## src/rtl/i2c_pkg.sv

```systemverilog
// Shared I2C definitions: receiver state encoding and bus field widths.
package i2c_pkg;

    localparam int I2C_BYTE_W = 8;
    localparam int I2C_ADDR_W = 7;

    typedef enum logic [3:0] {
        ST_IDLE,
        ST_ADDR,
        ST_ACK_A,
        ST_DATA0,
        ST_ACK_D0,
        ST_DATA1,
        ST_ACK_D1,
        ST_WAIT_STOP,
        ST_IGNORE
    } i2c_rx_state_t;

    // True while our address has been ACKed but the frame is not yet complete.
    function automatic logic is_acked(i2c_rx_state_t s);
        return s inside {ST_ACK_A, ST_DATA0, ST_ACK_D0, ST_DATA1, ST_ACK_D1};
    endfunction

endpackage

```

## src/rtl/i2c_line_sync.sv

```systemverilog
// Synchronizer for one open-drain bus line, with previous-value register
// and rise/fall decode. Resets to 1 (the idle bus level) so reset release
// on an idle bus produces no spurious edges. SYNC_STAGES must be >= 2.
module i2c_line_sync #(
    parameter int SYNC_STAGES = 2
) (
    input  logic clk,
    input  logic rst,
    input  logic din,
    output logic level,
    output logic rise,
    output logic fall
);

    logic [SYNC_STAGES-1:0] sync_q;
    logic                   prev_q;

    // Shift the raw line through the synchronizer and keep the last level.
    always_ff @(posedge clk or posedge rst) begin
        if (rst) begin
            sync_q <= '1;
            prev_q <= 1'b1;
        end else begin
            sync_q <= {sync_q[SYNC_STAGES-2:0], din};
            prev_q <= sync_q[SYNC_STAGES-1];
        end
    end

    assign level = sync_q[SYNC_STAGES-1];
    assign rise  = level & ~prev_q;
    assign fall  = ~level & prev_q;

endmodule

```

## src/rtl/i2c_slave_rx.sv

```systemverilog
// Write-only I2C target: receives START, address+W, two data bytes, STOP,
// ACKs its own address, and presents the frame with a one-cycle strobe.
module i2c_slave_rx
    import i2c_pkg::*;
#(
    parameter logic [I2C_ADDR_W-1:0] SLAVE_ADDR  = 7'h50,
    parameter int                    SYNC_STAGES = 2
) (
    input  logic                  clk,
    input  logic                  rst,
    input  logic                  scl_in,
    input  logic                  sda_in,
    output logic                  sda_oe,
    output logic [I2C_ADDR_W-1:0] rx_addr,
    output logic [I2C_BYTE_W-1:0] rx_data0,
    output logic [I2C_BYTE_W-1:0] rx_data1,
    output logic                  frame_valid,
    output logic                  frame_err,
    output logic                  busy
);

    logic scl, scl_rise, scl_fall;
    logic sda, sda_rise, sda_fall;
    logic start_det, stop_det;

    i2c_line_sync #(.SYNC_STAGES(SYNC_STAGES)) u_scl_sync (
        .clk(clk), .rst(rst), .din(scl_in),
        .level(scl), .rise(scl_rise), .fall(scl_fall)
    );

    i2c_line_sync #(.SYNC_STAGES(SYNC_STAGES)) u_sda_sync (
        .clk(clk), .rst(rst), .din(sda_in),
        .level(sda), .rise(sda_rise), .fall(sda_fall)
    );

    assign start_det = scl & sda_fall;
    assign stop_det  = scl & sda_rise;

    i2c_rx_state_t           state_q, state_d;
    logic [2:0]              cnt_q, cnt_d;
    // Set after the 8th SCL rise of a byte, or after the SCL rise of an ACK bit;
    // the next SCL fall then completes that phase.
    logic                    full_q, full_d;
    logic [I2C_BYTE_W-1:0]   shreg_q, shreg_d;
    logic [I2C_ADDR_W-1:0]   addr_q, addr_d;
    logic [I2C_BYTE_W-1:0]   hold0_q, hold0_d;
    logic [I2C_BYTE_W-1:0]   hold1_q, hold1_d;
    logic                    sda_oe_q, sda_oe_d;
    logic                    valid_q, valid_d;
    logic                    err_q, err_d;
    logic                    busy_q, busy_d;
    logic [I2C_ADDR_W-1:0]   rx_addr_q;
    logic [I2C_BYTE_W-1:0]   rx_data0_q, rx_data1_q;

    // State and datapath registers; reset releases SDA immediately.
    always_ff @(posedge clk or posedge rst) begin
        if (rst) begin
            state_q    <= ST_IDLE;
            cnt_q      <= '0;
            full_q     <= 1'b0;
            shreg_q    <= '0;
            addr_q     <= '0;
            hold0_q    <= '0;
            hold1_q    <= '0;
            sda_oe_q   <= 1'b0;
            valid_q    <= 1'b0;
            err_q      <= 1'b0;
            busy_q     <= 1'b0;
            rx_addr_q  <= '0;
            rx_data0_q <= '0;
            rx_data1_q <= '0;
        end else begin
            state_q  <= state_d;
            cnt_q    <= cnt_d;
            full_q   <= full_d;
            shreg_q  <= shreg_d;
            addr_q   <= addr_d;
            hold0_q  <= hold0_d;
            hold1_q  <= hold1_d;
            sda_oe_q <= sda_oe_d;
            valid_q  <= valid_d;
            err_q    <= err_d;
            busy_q   <= busy_d;
            if (valid_d) begin
                rx_addr_q  <= addr_q;
                rx_data0_q <= hold0_q;
                rx_data1_q <= hold1_q;
            end
        end
    end

    // Next-state: bus conditions first, then per-state SCL edge handling.
    always_comb begin
        state_d  = state_q;
        cnt_d    = cnt_q;
        full_d   = full_q;
        shreg_d  = shreg_q;
        addr_d   = addr_q;
        hold0_d  = hold0_q;
        hold1_d  = hold1_q;
        sda_oe_d = sda_oe_q;
        valid_d  = 1'b0;
        err_d    = 1'b0;
        busy_d   = busy_q;

        if (start_det) begin
            state_d  = ST_ADDR;
            cnt_d    = '0;
            full_d   = 1'b0;
            sda_oe_d = 1'b0;
            busy_d   = 1'b1;
            err_d    = is_acked(state_q);
        end else if (stop_det) begin
            state_d  = ST_IDLE;
            cnt_d    = '0;
            full_d   = 1'b0;
            sda_oe_d = 1'b0;
            busy_d   = 1'b0;
            valid_d  = (state_q == ST_WAIT_STOP);
            err_d    = is_acked(state_q);
        end else begin
            case (state_q)
                ST_ADDR, ST_DATA0, ST_DATA1: begin
                    if (scl_rise && !full_q) begin
                        shreg_d = {shreg_q[I2C_BYTE_W-2:0], sda};
                        cnt_d   = cnt_q + 3'd1;
                        full_d  = (cnt_q == 3'd7);
                    end else if (scl_fall && full_q) begin
                        full_d = 1'b0;
                        cnt_d  = '0;
                        if (state_q == ST_ADDR) begin
                            if (shreg_q[7:1] == SLAVE_ADDR && !shreg_q[0]) begin
                                state_d  = ST_ACK_A;
                                sda_oe_d = 1'b1;
                                addr_d   = shreg_q[7:1];
                            end else begin
                                state_d = ST_IGNORE;
                            end
                        end else if (state_q == ST_DATA0) begin
                            state_d  = ST_ACK_D0;
                            sda_oe_d = 1'b1;
                            hold0_d  = shreg_q;
                        end else begin
                            state_d  = ST_ACK_D1;
                            sda_oe_d = 1'b1;
                            hold1_d  = shreg_q;
                        end
                    end
                end
                ST_ACK_A, ST_ACK_D0, ST_ACK_D1: begin
                    if (scl_rise) begin
                        full_d = 1'b1;
                    end else if (scl_fall && full_q) begin
                        full_d   = 1'b0;
                        sda_oe_d = 1'b0;
                        state_d  = (state_q == ST_ACK_A)  ? ST_DATA0 :
                                   (state_q == ST_ACK_D0) ? ST_DATA1 : ST_WAIT_STOP;
                    end
                end
                // The master's STOP itself raises SCL once before SDA rises, so
                // one rise is tolerated; a following fall means an extra bit.
                ST_WAIT_STOP: begin
                    if (scl_rise) begin
                        full_d = 1'b1;
                    end else if (scl_fall && full_q) begin
                        full_d  = 1'b0;
                        state_d = ST_IGNORE;
                    end
                end
                default: ;
            endcase
        end
    end

    assign sda_oe      = sda_oe_q;
    assign frame_valid = valid_q;
    assign frame_err   = err_q;
    assign busy        = busy_q;
    assign rx_addr     = rx_addr_q;
    assign rx_data0    = rx_data0_q;
    assign rx_data1    = rx_data1_q;

endmodule

```

## config.mk

```make
export PLATFORM = sky130hd
export DESIGN_NAME = i2c_slave_rx
export DESIGN_NICKNAME = d
export VERILOG_FILES = /design/src/rtl/i2c_pkg.sv /design/src/rtl/i2c_line_sync.sv /design/src/rtl/i2c_slave_rx.sv
export SDC_FILE = /design/constraint.sdc
export NUM_CORES = 1
export LEC_CHECK = 0
export BUFFER_PORTS_ARGS = -buffer_cell sky130_fd_sc_hd__buf_2
export CORE_AREA = 2 2 77 79
export CTS_CLUSTER_SIZE = 8
export DETAILED_ROUTE_END_ITERATION = 12
export DIE_AREA = 0 0 79 81
export GPL_ROUTABILITY_DRIVEN = 0
export PLACE_DENSITY = 0.85
export SLEW_MARGIN = 30
export SYNTH_ARGS = -nofsm -noshare
export SYNTH_HDL_FRONTEND = slang
export SYNTH_SLANG_ARGS = --single-unit
```

## constraint.sdc

```tcl
create_clock -name clk -period 2.6 [get_ports clk]
set_input_delay 0.26 -clock clk [delete_from_list [all_inputs] [get_ports clk]]
set_output_delay 0.26 -clock clk [all_outputs]
set_load 0.005 [all_outputs]
```

Word-level counts from Yosys, hierarchy flattened --
Cells that the tools add are included.
Storage, ports and cells: flip-flop bits (word level) 72
Cells by class: bitwise gates (word level) 15, multiplexer cells 40, eq/ne operators 16, reductions and logical operators 22, add/subtract/negate cells 1
Operators by type and width (count):
- $mux W4 | 10
- $reduce_and A7 Y1 | 4
- $ne A4 B4 Y1 const B | 5
- $mux W1 | 19
- $mux W3 | 6
- $eq A4 B3 Y1 const B | 4
- $pmux W4 S3 | 1
- $reduce_bool A4 Y1 | 3
- $reduce_bool A5 Y1 | 2
- $not A1 Y1 | 9
- $eq A4 B2 Y1 const B | 2
- $eq A7 B7 Y1 const B | 1
- $and A1 B1 Y1 | 6
- $reduce_and A6 Y1 | 1
- $reduce_or A3 Y1 | 2
- $ne A5 B5 Y1 const B | 1
- $eq A4 B1 Y1 const B | 1
- $mux W2 | 2
- $ne A4 B3 Y1 const B | 1
- $pmux W1 S2 | 2
- $reduce_and A4 Y1 | 1
- $reduce_or A4 Y1 | 1
- $add A3 B1 Y3 const B | 1
- $eq A3 B3 Y1 const B | 1
- 5 further kinds | 8

Longest topological paths before layout --
Gate-level depths: netlist of the first run.
depth after elaboration 9, depth in mapped cells 6, gate-level depth less buffers 4

Cells and area by module --
Synthesis of the first run repeated with hierarchy kept, for this count alone.
Second synthesis, totals: cells, all modules 208, area, all modules 2981.6 µm²
Modules (own cells, without submodules):
- i2c_slave_rx | seq. area each 1651.6 µm², times used 1, area each 2786.4 µm², cells each 196
- i2c_line_sync | seq. area each 78.8 µm², times used 2, area each 97.6 µm², cells each 6

Worst setup path before layout of the first run --
OpenSTA, ideal clock, no wires.
path type reg2reg, from register u_scl_sync.prev_q, to register hold0_q[0], data required time 2.475 ns, arrival 1.634 ns, slack 0.841 ns, stages on the path, launching flop included 6, path buffers 1, path through dfstp_2 and4bb_4 nand2_4 or3_1 buf_6 mux2_4
Between the ends: longest elaborated chain between the ends 5, elaborated cells on any way between the ends 7, those cells by class 4 x bitwise; 3 x reduce/logical
Ends and longest elaborated chain:
- start: declaration | RTL line i2c_line_sync.sv:16 | logic prev_q;
- start signal: assignment | RTL line i2c_line_sync.sv:25 | prev_q <= sync_q[SYNC_STAGES-1];
- $not A1 Y1 | RTL line i2c_line_sync.sv:30 | assign rise = level & ~prev_q;
- $and A1 B1 Y1 | RTL line i2c_line_sync.sv:30
- $logic_and A1 B1 Y1 | RTL line i2c_slave_rx.sv:124 | if (scl_rise && !full_q) begin
- $not A1 Y1 (no line)
- $reduce_and A7 Y1 (no line) (*)
- end signal: assignment | RTL line i2c_slave_rx.sv:78 | hold0_q <= hold0_d;
- end: declaration | RTL line i2c_slave_rx.sv:46 | logic [I2C_BYTE_W-1:0] hold0_q, hold0_d;
Every way passes the cells marked *; elsewhere a longest branch is shown, timed or not. A chain may end at the register's enable or synchronous reset.

Worst setup path in the final report of the first run --
from register u_scl_sync.prev_q, to register hold0_q[1]
Same word-level chain as after synthesis.

==> impl_metrics.csv, run 1 <==
group,metric,value,unit
status,status,"finished clean",
logic_synthesis,ys_types,39,
floorplan,die_x,79,µm
cts,clk_pin_slew,0.08,ns
worst_setup_path,critPathMaxFanout,9,
finish,ff_latch_area,0.00181,mm²
sta,period_minus_slack,1.98,ns
finish,nFillCells,428,
cts,clk-insertion-delay-late,0.34,ns
floorplan,die-area,0.00640,mm²
pwr,irDropWorstVdd,0.000441,V
sta,worst_pin_slew,0.640,ns
logic_synthesis,yosys_most_used_dff,"dfrtp_1",
logic_synthesis,syn_area,0.00301,mm²
worst_setup_path,r2r_setup_slack,0.62,ns
worst_setup_path,start_kind,"register",
finish,num-nets-final,242,
sta,fin_crit_sh,76.1,%
logic_synthesis,synth_area_per_cell,15.0,µm²
pwr,total_power,2.37,mW
global_route,grt_max_degree,44,
logic_synthesis,ys.warnings.count,0,
global_route,grt_pass1_wl,8030,µm
cts,cts.path.max_buffers,2,
sta,drv_slew,0,
worst_setup_path,critical_path.cell_chain,"and4bb_4, nand2_4, or3_1, mux2_4",
routing,drt_iter0_drc,114,
worst_setup_path,crit_slowest_cell,"dfstp_2",
sta,relSlewSlack,57.3,%
cts,cts_tree,"built",
routing,routedWlPerCell,14.8,µm
finish,area_growth_syn_to_layout,13.1,%
routing,via_count,1638,
finish,final_common_cell,"dfrtp_1",
sta,setup_violations,0,
logic_synthesis,synth_edf_count,0,
logic_synthesis,syn-num-nets,207,
cts,htree_levels,3,
finish,final_layout_size_suffix_gt1_share,45.2,%
floorplan,core_region_area,0.00568,mm²
worst_setup_path,slowest_delay,0.58,ns
worst_setup_path,crit_path_end_kind,"register",
worst_setup_path,reg2regPathDepth,4,
sta,rsz0062_at_grt,"false",
finish,insertedDiodeCount,0,
worst_setup_path,worst-setup-path-type,"reg -> reg",
global_route,grt_pass1_vias,1619,
sta,hold_violations,0,
routing,drtPass1Iterations,4,
worst_setup_path,crit_path_end,"hold0_q[1]",
worst_setup_path,reg2reg_to,"hold0_q[1]",
global_route,overflow,0,
cts,cts_buffers,9,
min_path,hold_path.class,"in -> async",
worst_setup_path,crit_start,"u_scl_sync.prev_q",
logic_synthesis,synthArstFlopShare,100,%
sta,fmax,505,MHz
routing,drc,0,
sta,skew,0.00963,ns
logic_synthesis,syn_inst,201,
worst_setup_path,required,2.82,ns
pwr,cellPowerDensity,697,mW/mm²
floorplan,rows,28,
floorplan,start_util,53.0,%
worst_setup_path,r2r-start,"u_scl_sync.prev_q",
job,maxCapViolations,0,
cts,root_buffer,"clkbuf_8",
finish,multiInputGateArea,0.00109,mm²
floorplan,io_pins,31,
logic_synthesis,synth_seq_cells,72,
floorplan,die-height,81,µm
routing,ant_nets,0,
global_route,track_usage,16.5,%
cts,cts_resized,0,
placement,portBuffers,30,
worst_setup_path,critical_path_arrival,2.20,ns
cts,cts.hold.buffers_added,0,
routing,routed_wl,4670,µm
finish,final_cell_mix,"dfrtp_1 (66), buf_2 (30), mux2_4 (27), mux2_2 (21), clkbuf_8 (9)",
sta,setup_tns,0,ns
global_route,antenna_found_initial,0,
placement,dp_hpwl,3190,µm
cts,cts_setup_buffers,0,
logic_synthesis,ys_seq_area_share,60.1,%
pwr,p_leak,1.84,nW
sta,fin_hold_ws,0.00224,ns
routing,via_per_inst,5.18,
cts,cts_sinks,72,
[kinds of logic after synthesis]
| logic type | after synthesis | share of synthesized area, % |
|---|---|---|
| mux | 49 | 21.7 |
| fa+ha+maj | 2 | 0.832 |
| compound gates | 21 | 4.41 |
| buf+inv | 13 | 3.70 |
| flops | 72 | 60.1 |
| simple gates | 43 | 8.94 |
| xor+xnor | 1 | 0.291 |
[through the flow]
step / worst slack [ns] / utilization [%] / area, µm² / std cells
detailed placement: 0.624 / 56.0 / 3180 / 298
finish: 0.621 / 59.9 / 3400 / 316
floorplan: 0.525 / - / 3010 / 201
global placement: 0.672 / 56.0 / 3180 / 298
global route: 0.549 / 59.9 / 3400 / 316
CTS: 0.626 / 59.6 / 3380 / 314
[state kept, by name, summed over array words and instances, names as in the netlist, 3 cells and up]
signal,count
state_q,4
rx_addr,7
shreg_q,8
addr_q,7
cnt_q,3
rx_data0,8
hold0_q,8
rx_data1,8
hold1_q,8
[cells in the mapped netlist, types with 2 or more instances]
cell / number / area share [%]
nor4_1: 2 / 0.42
and3_1: 3 / 0.62
mux2_4: 27 / 13
nor2b_1: 5 / 1.0
dfstp_2: 6 / 5.2
and3b_1: 3 / 0.87
buf_6: 3 / 1.1
nand2_1: 8 / 1.0
dfrtp_1: 66 / 55
inv_1: 4 / 0.50
buf_2: 3 / 0.50
a21oi_1: 7 / 1.2
o21ai_0: 6 / 1.0
nor2_1: 6 / 0.75
buf_12: 2 / 1.3
nor3_1: 2 / 0.33
nand3_1: 2 / 0.33
mux2_2: 21 / 7.9
and2_1: 2 / 0.42
ha_1: 2 / 0.83
a22o_1: 2 / 0.58
or2_2: 2 / 0.42
[layout make-up]
type | count | share of cell area (%)
clock buffer | 9 | 3.64
clock inverter | 7 | 2.39
inverter | 4 | 0.442
multi-input combinational | 116 | 32.0
sequential | 72 | 53.2
tap | 75 | 2.76
timing repair buffer | 33 | 5.59
[worst min path at each step]
stage	startpoint	slack [ns]	to
final	rst	0.002	rx_addr[2]
after global routing	rst	0.04	rx_addr[2]
after CTS	rst	0.006	frame_err
after detailed placement	u_sda_sync.sync_q[0]	0.35	u_sda_sync.sync_q[1]
after global placement	u_scl_sync.sync_q[0]	0.35	u_scl_sync.sync_q[1]
after floorplan	scl_in	0.26	u_scl_sync.sync_q[0]
[layer usage]
layer	track usage [%]	part of all wire [%]
met5	0	0
met4	8.10	1.6
met3	4.56	3.0
met2	24.1	46
met1	23.0	49
[critical path, delay by kind of cell (launching register included)]
kind,cells,cell delay [ns]
flops,1,0.58
mux,1,0.38
simple gates,3,0.91
[where the power goes]
part           switching, mW  internal, mW  leakage, nW
logic                 0.0896         0.102        0.760
clock network          0.432         0.454        0.105
registers             0.0990          1.19        0.972
No activity file was read; power rests on OpenSTA's default activity.
==> inputs of run 2 (changes only) <==
--- a/config.mk
+++ b/config.mk
@@ -5,6 +5,7 @@
 export SDC_FILE = /design/constraint.sdc
 export NUM_CORES = 1
 export LEC_CHECK = 0
+export ABC_AREA = 1
 export BUFFER_PORTS_ARGS = -buffer_cell sky130_fd_sc_hd__buf_2
 export CORE_AREA = 2 2 77 79
 export CTS_CLUSTER_SIZE = 8
==> constraint.sdc (replaced) <==
create_clock -name clk -period 1.85 [get_ports clk]
set_input_delay 0.185 -clock clk [delete_from_list [all_inputs] [get_ports clk]]
set_output_delay 0.185 -clock clk [all_outputs]
set_load 0.005 [all_outputs]
==> run 2 against run 1 <==
Net effect: fmax increased by 24%; final cell count is 36% higher; largest cell class unchanged; via count up 29%; largest power group unchanged; synthesized cell count is 55% higher.
==> impl_metrics.csv, run 2 <==
group,metric,value,unit
logic_synthesis,synth_edf_count,0,
routing,via_count,2108,
sta,fmax,627,MHz
global_route,grt_pass1_wl,8540,µm
routing,routed_wl,4990,µm
cts,clk-insertion-delay-late,0.34,ns
job,maxCapViolations,0,
routing,drtPass1Iterations,4,
floorplan,io_pins,31,
finish,final_common_cell,"nand2_1",
cts,cts_buffers,9,
placement,dp_cells,412,
routing,ant_nets,0,
logic_synthesis,syn_area,0.00298,mm²
finish,stdcell_area,0.00343,mm²
global_route,top_usage_layer,"met2",
worst_setup_path,crit_path_end_kind,"register",
cts,clk_pin_slew,0.07,ns
routing,via_per_inst,4.89,
pwr,total_power,3.79,mW
global_route,grtUsageMet1,21.8,%
logic_synthesis,ys.warnings.count,0,
global_route,grt_max_degree,32,
global_route,track_usage,17.4,%
global_route,grt_pass1_vias,1953,
cts,root_buffer,"clkbuf_8",
finish,area_growth_syn_to_layout,14.9,%
finish,nFillCells,487,
cts,cts_resized,0,
placement,placed_area,0.00320,mm²
global_route,use_met3,5.67,%
global_route,grt_util_met2,28.0,%
sta,rsz0062_at_grt,"false",
floorplan,die-height,81,µm
cts,htree_levels,3,
logic_synthesis,synthTopCellsByArea,"dfrtp_1 (55%), nand2_1 (14%), dfstp_2 (5.3%), inv_1 (3.7%), o21ai_1 (2.5%)",
cts,cts_tree,"built",
sta,setup_violations,0,
routing,drt_iter0_drc,185,
logic_synthesis,syn-num-nets,317,
min_path,hold_depth,0,
finish,insertedDiodeCount,0,
logic_synthesis,synth_seq_cells,72,
logic_synthesis,synth_top_area_share,55.4,%
placement,dp_hpwl,3470,µm
logic_synthesis,ys_types,31,
worst_setup_path,crit_start,"u_sda_sync.prev_q",
logic_synthesis,syn_inst,311,
floorplan,rows,28,
sta,period_minus_slack,1.60,ns
sta,setup_tns,0,ns
status,status,"finished clean",
finish,final_layout_size_suffix_gt1_share,23.3,%
cts,cts.path.max_buffers,2,
worst_setup_path,worst-setup-path-type,"reg -> reg",
floorplan,die_x,79,µm
logic_synthesis,synth_common_cells,"nand2_1 (114), dfrtp_1 (66), inv_1 (29), o21ai_1 (15), o21ai_0 (14)",
sta,worst_pin_slew,0.461,ns
logic_synthesis,synthArstFlopShare,100,%
logic_synthesis,yosys_most_used_dff,"dfrtp_1",
routing,drc,0,
pwr,p_leak,1.78,nW
pwr,irDropWorstVdd,0.000596,V
placement,portBuffers,30,
finish,final_cells,431,
floorplan,core_region_area,0.00568,mm²
finish,final_cell_mix,"nand2_1 (114), dfrtp_1 (66), buf_2 (30), inv_1 (28), o21ai_1 (15)",
sta,hold_violations,0,
sta,fin_crit_sh,86.2,%
worst_setup_path,critPathMaxFanout,16,
sta,drv_slew,0,
finish,num-nets-final,357,
floorplan,start_util,52.5,%
worst_setup_path,required,2.09,ns
logic_synthesis,ys_seq_area_share,60.7,%
pwr,cellPowerDensity,1110,mW/mm²
logic_synthesis,synth_area_per_cell,9.58,µm²
sta,relSlewSlack,69.2,%
worst_setup_path,start_kind,"register",
sta,skew,0.0108,ns
worst_setup_path,reg2regPathDepth,6,
routing,routedWlPerCell,11.6,µm
worst_setup_path,r2r-start,"u_sda_sync.prev_q",
placement,dpl_worst_slack,0.263,ns
logic_synthesis,synth.most_common_cell,"nand2_1",
min_path,hold_path.class,"reg -> reg",
min_path,hp-start,"u_scl_sync.sync_q[0]",
global_route,overflow,0,
global_route,antenna_found_initial,0,
cts,cts_sinks,72,
worst_setup_path,critical_path_arrival,1.83,ns
floorplan,die-area,0.00640,mm²
sta,worst_slack,0.255,ns
logic_synthesis,synth_area_leader_cell,"dfrtp_1",
-- run 2: changes by cell type after synthesis, moves of 5 or more --
| cell | before | now |
|---|---|---|
| a21oi_1 | 7 | 1 |
| nor2b_1 | 5 | 0 |
| o21ai_0 | 6 | 14 |
| o21ai_2 | 0 | 8 |
| nor2_1 | 6 | 12 |
| o21ai_1 | 0 | 15 |
| mux2_2 | 21 | 0 |
| nand2_1 | 8 | 114 |
| inv_1 | 4 | 29 |
| mux2_4 | 27 | 0 |
| nand3_1 | 2 | 8 |
-- run 2: final timing paths --
check,end,slack (ns)
setup / recovery,shreg_q[3],0.25
hold / removal,u_scl_sync.sync_q[1],0.36
setup reg to reg,shreg_q[3],0.25
hold reg to reg,u_scl_sync.sync_q[1],0.36
max in group asynchronous,u_scl_sync.sync_q[0],0.89
min in group asynchronous,rx_data0[3],0.37
-- run 2: kinds of logic after synthesis --
kind of cell	Yosys count	share of synthesized area, %
AOI/OAI and AO/OA	40	7.85
adders and majority gates	2	0.839
buffers and inverters	40	6.46
DFF	72	60.7
and+or+nand+nor	157	24.1
-- run 2: worst max-delay path, stage by stage, from the launching register on --
cell     delay, ns
dfstp_2       0.53
inv_1         0.05
nand3_2       0.15
nand2_2       0.11
inv_1         0.21
nand2_2       0.21
o21ai_0       0.23
-- run 2: timing repair --
item | 4_1_cts | 5_1_grt
hold buffers | 3 | 0
setup buffers | 0 | 0
endpoints found under the hold margin | 14 | 0
-- run 2: layout make-up --
cell class                 count  area (µm²)  area share [%]
multi-input combinational    199         978            28.6
clock buffer                  11         141            4.13
timing repair buffer          37         223            6.50
clock inverter                 5        56.3            1.64
inverter                      32         124            3.62
sequential                    72        1810            52.8
tap                           75        93.8            2.74
-- run 2: layer usage --
metal | share of wire (%) | wire length (µm)
met1 | 46 | 2290
met2 | 47 | 2350
met3 | 4.5 | 225
met4 | 2.6 | 131
met5 | 0 | 0
-- run 2: where the power goes --
group          total [mW]  internal, mW  switching, mW  leakage [nW]
combinational       0.741         0.253          0.489         0.709
sequential           1.83          1.70          0.126         0.971
clock                1.22         0.658          0.567        0.0993
total                3.79          2.61           1.18          1.78
-- run 2: stage by stage --
| step | utilization [%] | hold WS [ns] |
|---|---|---|
| 4_1_cts | 60.4 | 0.358 |
| 5_1_grt | 60.4 | 0.364 |
| 3_5_place_dp | 56.3 | 0.180 |
| 3_3_place_gp | 56.3 | 0.177 |
| 6_report | 60.4 | 0.356 |
| 2_1_floorplan | - | 0.189 |
==> inputs of run 3 (changes only) <==
--- a/config.mk
+++ b/config.mk
@@ -6,7 +6,7 @@
 export NUM_CORES = 1
 export LEC_CHECK = 0
 export ABC_AREA = 1
-export BUFFER_PORTS_ARGS = -buffer_cell sky130_fd_sc_hd__buf_2
+export BUFFER_PORTS_ARGS = -buffer_cell sky130_fd_sc_hd__buf_4
 export CORE_AREA = 2 2 77 79
 export CTS_CLUSTER_SIZE = 8
 export DETAILED_ROUTE_END_ITERATION = 12
==> run 3 against run 2 <==
Net effect: final cell count stayed put; die area stayed put; routed wire length is 12% higher; highest routed layer unchanged.
==> impl_metrics.csv, run 3 (same netlist as run 2, synthesis figures left out) <==
group,metric,value,unit
status,status,"finished clean",
floorplan,die-height,81,µm
routing,drtPass1Iterations,4,
placement,dpl_worst_slack,0.253,ns
cts,htree_levels,3,
global_route,overflow,0,
worst_setup_path,critPathMaxFanout,16,
floorplan,die_x,79,µm
finish,final_common_cell,"nand2_1",
routing,via_per_inst,5.04,
global_route,grt_pass1_wl,9240,µm
finish,ff_latch_area,0.00181,mm²
sta,fmax,589,MHz
placement,dp_cells,412,
routing,drc,0,
cts,cts_tree,"built",
worst_setup_path,crit_path_end,"hold1_q[5]",
sta,fin_hold_ws,0.357,ns
job,maxCapViolations,0,
routing,routed_wl,5580,µm
routing,ant_nets,0,
finish,final_cells,431,
sta,rsz0062_at_grt,"false",
worst_setup_path,reg2regPathDepth,7,
worst_setup_path,crit_path_end_kind,"register",
worst_setup_path,critical_path_arrival,1.93,ns
worst_setup_path,start_kind,"register",
sta,hold_violations,0,
sta,relSlewSlack,68.2,%
cts,cts_setup_buffers,0,
routing,via_count,2172,
pwr,irDropWorstVdd,0.000558,V
worst_setup_path,reg2reg_to,"hold1_q[5]",
worst_setup_path,r2r_setup_slack,0.15,ns
floorplan,start_util,52.5,%
pwr,cellPowerDensity,1120,mW/mm²
cts,cts.path.max_buffers,2,
sta,fin_crit_sh,91.8,%
global_route,track_usage,19.1,%
min_path,hold_path.class,"reg -> reg",
finish,final_cell_mix,"nand2_1 (114), dfrtp_1 (66), buf_4 (33), inv_1 (28), o21ai_1 (15)",
global_route,grt_pass1_vias,2038,
cts,root_buffer,"clkbuf_8",
cts,cts_buffers,9,
placement,portBuffers,30,
sta,setup_violations,0,
cts,clk-insertion-delay-late,0.35,ns
finish,area_growth_syn_to_layout,18.2,%
finish,num-nets-final,357,
floorplan,io_pins,31,
sta,worst_pin_slew,0.476,ns
floorplan,core_region_area,0.00568,mm²
finish,multiInputGateArea,978,µm²
sta,period_minus_slack,1.70,ns
pwr,p_leak,1.79,nW
worst_setup_path,r2r-start,"u_scl_sync.prev_q",
cts,clk_pin_slew,0.08,ns
sta,worst_slack,0.152,ns
sta,setup_tns,0,ns
worst_setup_path,crit_start,"u_scl_sync.prev_q",
worst_setup_path,required,2.08,ns
global_route,grt_max_degree,32,
worst_setup_path,worst-setup-path-type,"reg -> reg",
sta,skew,0.00776,ns
sta,drv_slew,0,
cts,cts_sinks,72,
finish,final_layout_size_suffix_gt1_share,23.6,%
floorplan,rows,28,
finish,insertedDiodeCount,0,
placement,dp_hpwl,3540,µm
finish,nFillCells,459,
routing,drt_iter0_drc,125,
floorplan,die-area,0.00640,mm²
routing,routedWlPerCell,12.9,µm
global_route,antenna_found_initial,0,
[run 3: cell types whose count changed in the layout (fill, tap and decap cells not counted)]
cell	delta
buf_2	-30
buf_4	+30
bufinv_16	+1
clkbuf_1	-1
clkbuf_8	-1
inv_6	+1
[run 3: how the worst min path moves through the flow]
stage | start | end | cells past startpoint
floorplan | scl_in | u_scl_sync.sync_q[0] | 0
finish | u_scl_sync.sync_q[0] | u_scl_sync.sync_q[1] | 0
global route | u_scl_sync.sync_q[0] | u_scl_sync.sync_q[1] | 0
CTS | u_scl_sync.sync_q[0] | u_scl_sync.sync_q[1] | 0
global placement | rst | hold0_q[2] | 2
detailed placement | rst | hold0_q[2] | 2
[run 3: power by group]
group	internal [mW]	switching [mW]	total [mW]
Clock	0.761	0.601	1.36
Sequential	1.70	0.127	1.83
Combinational	0.264	0.498	0.762
[run 3: final cells by class]
cell class              instances  area share [%]
inverters                      32            3.52
repair buffers                 37            8.45
clock buffers                   9            3.52
flip-flops and latches         72            51.4
clock inverters                 7            2.70
well taps                      75            2.66
multi-input cells             199            27.8
[run 3: layer usage]
metal / vias to the layer above / wire length, µm / part of all wire, % / global-route usage, %
met2: 65 / 2720 / 49 / 30.8
li1: 1057 / - / - / -
met5: - / 0 / 0 / 0
met1: 1043 / 2480 / 44 / 24.2
met3: 7 / 302 / 5.4 / 6.33
met4: 0 / 76 / 1.4 / 6.90
[run 3: stage by stage]
step	util, %	power [mW]	instance area [µm²]
final	62.1	3.95	3520
after global routing	62.1	4.18	3520
after CTS	62.1	3.98	3520
after detailed placement	57.7	2.61	3270
after global placement	57.7	2.58	3270
after floorplan	-	2.45	2980
[run 3: repair_timing]
item                      CTS  global route
hold endpoints to repair   17             0
hold buffers                3             0
resized for setup           0             0
[run 3: worst max-delay path, cell delays in order (launching register included)]
cell and delay, ns:
dfstp_2 0.53, nand2_1 0.07, nor2_2 0.15, inv_1 0.13, nor2_4 0.13, nand4_4 0.26
nand2_1 0.22, o21ai_2 0.09
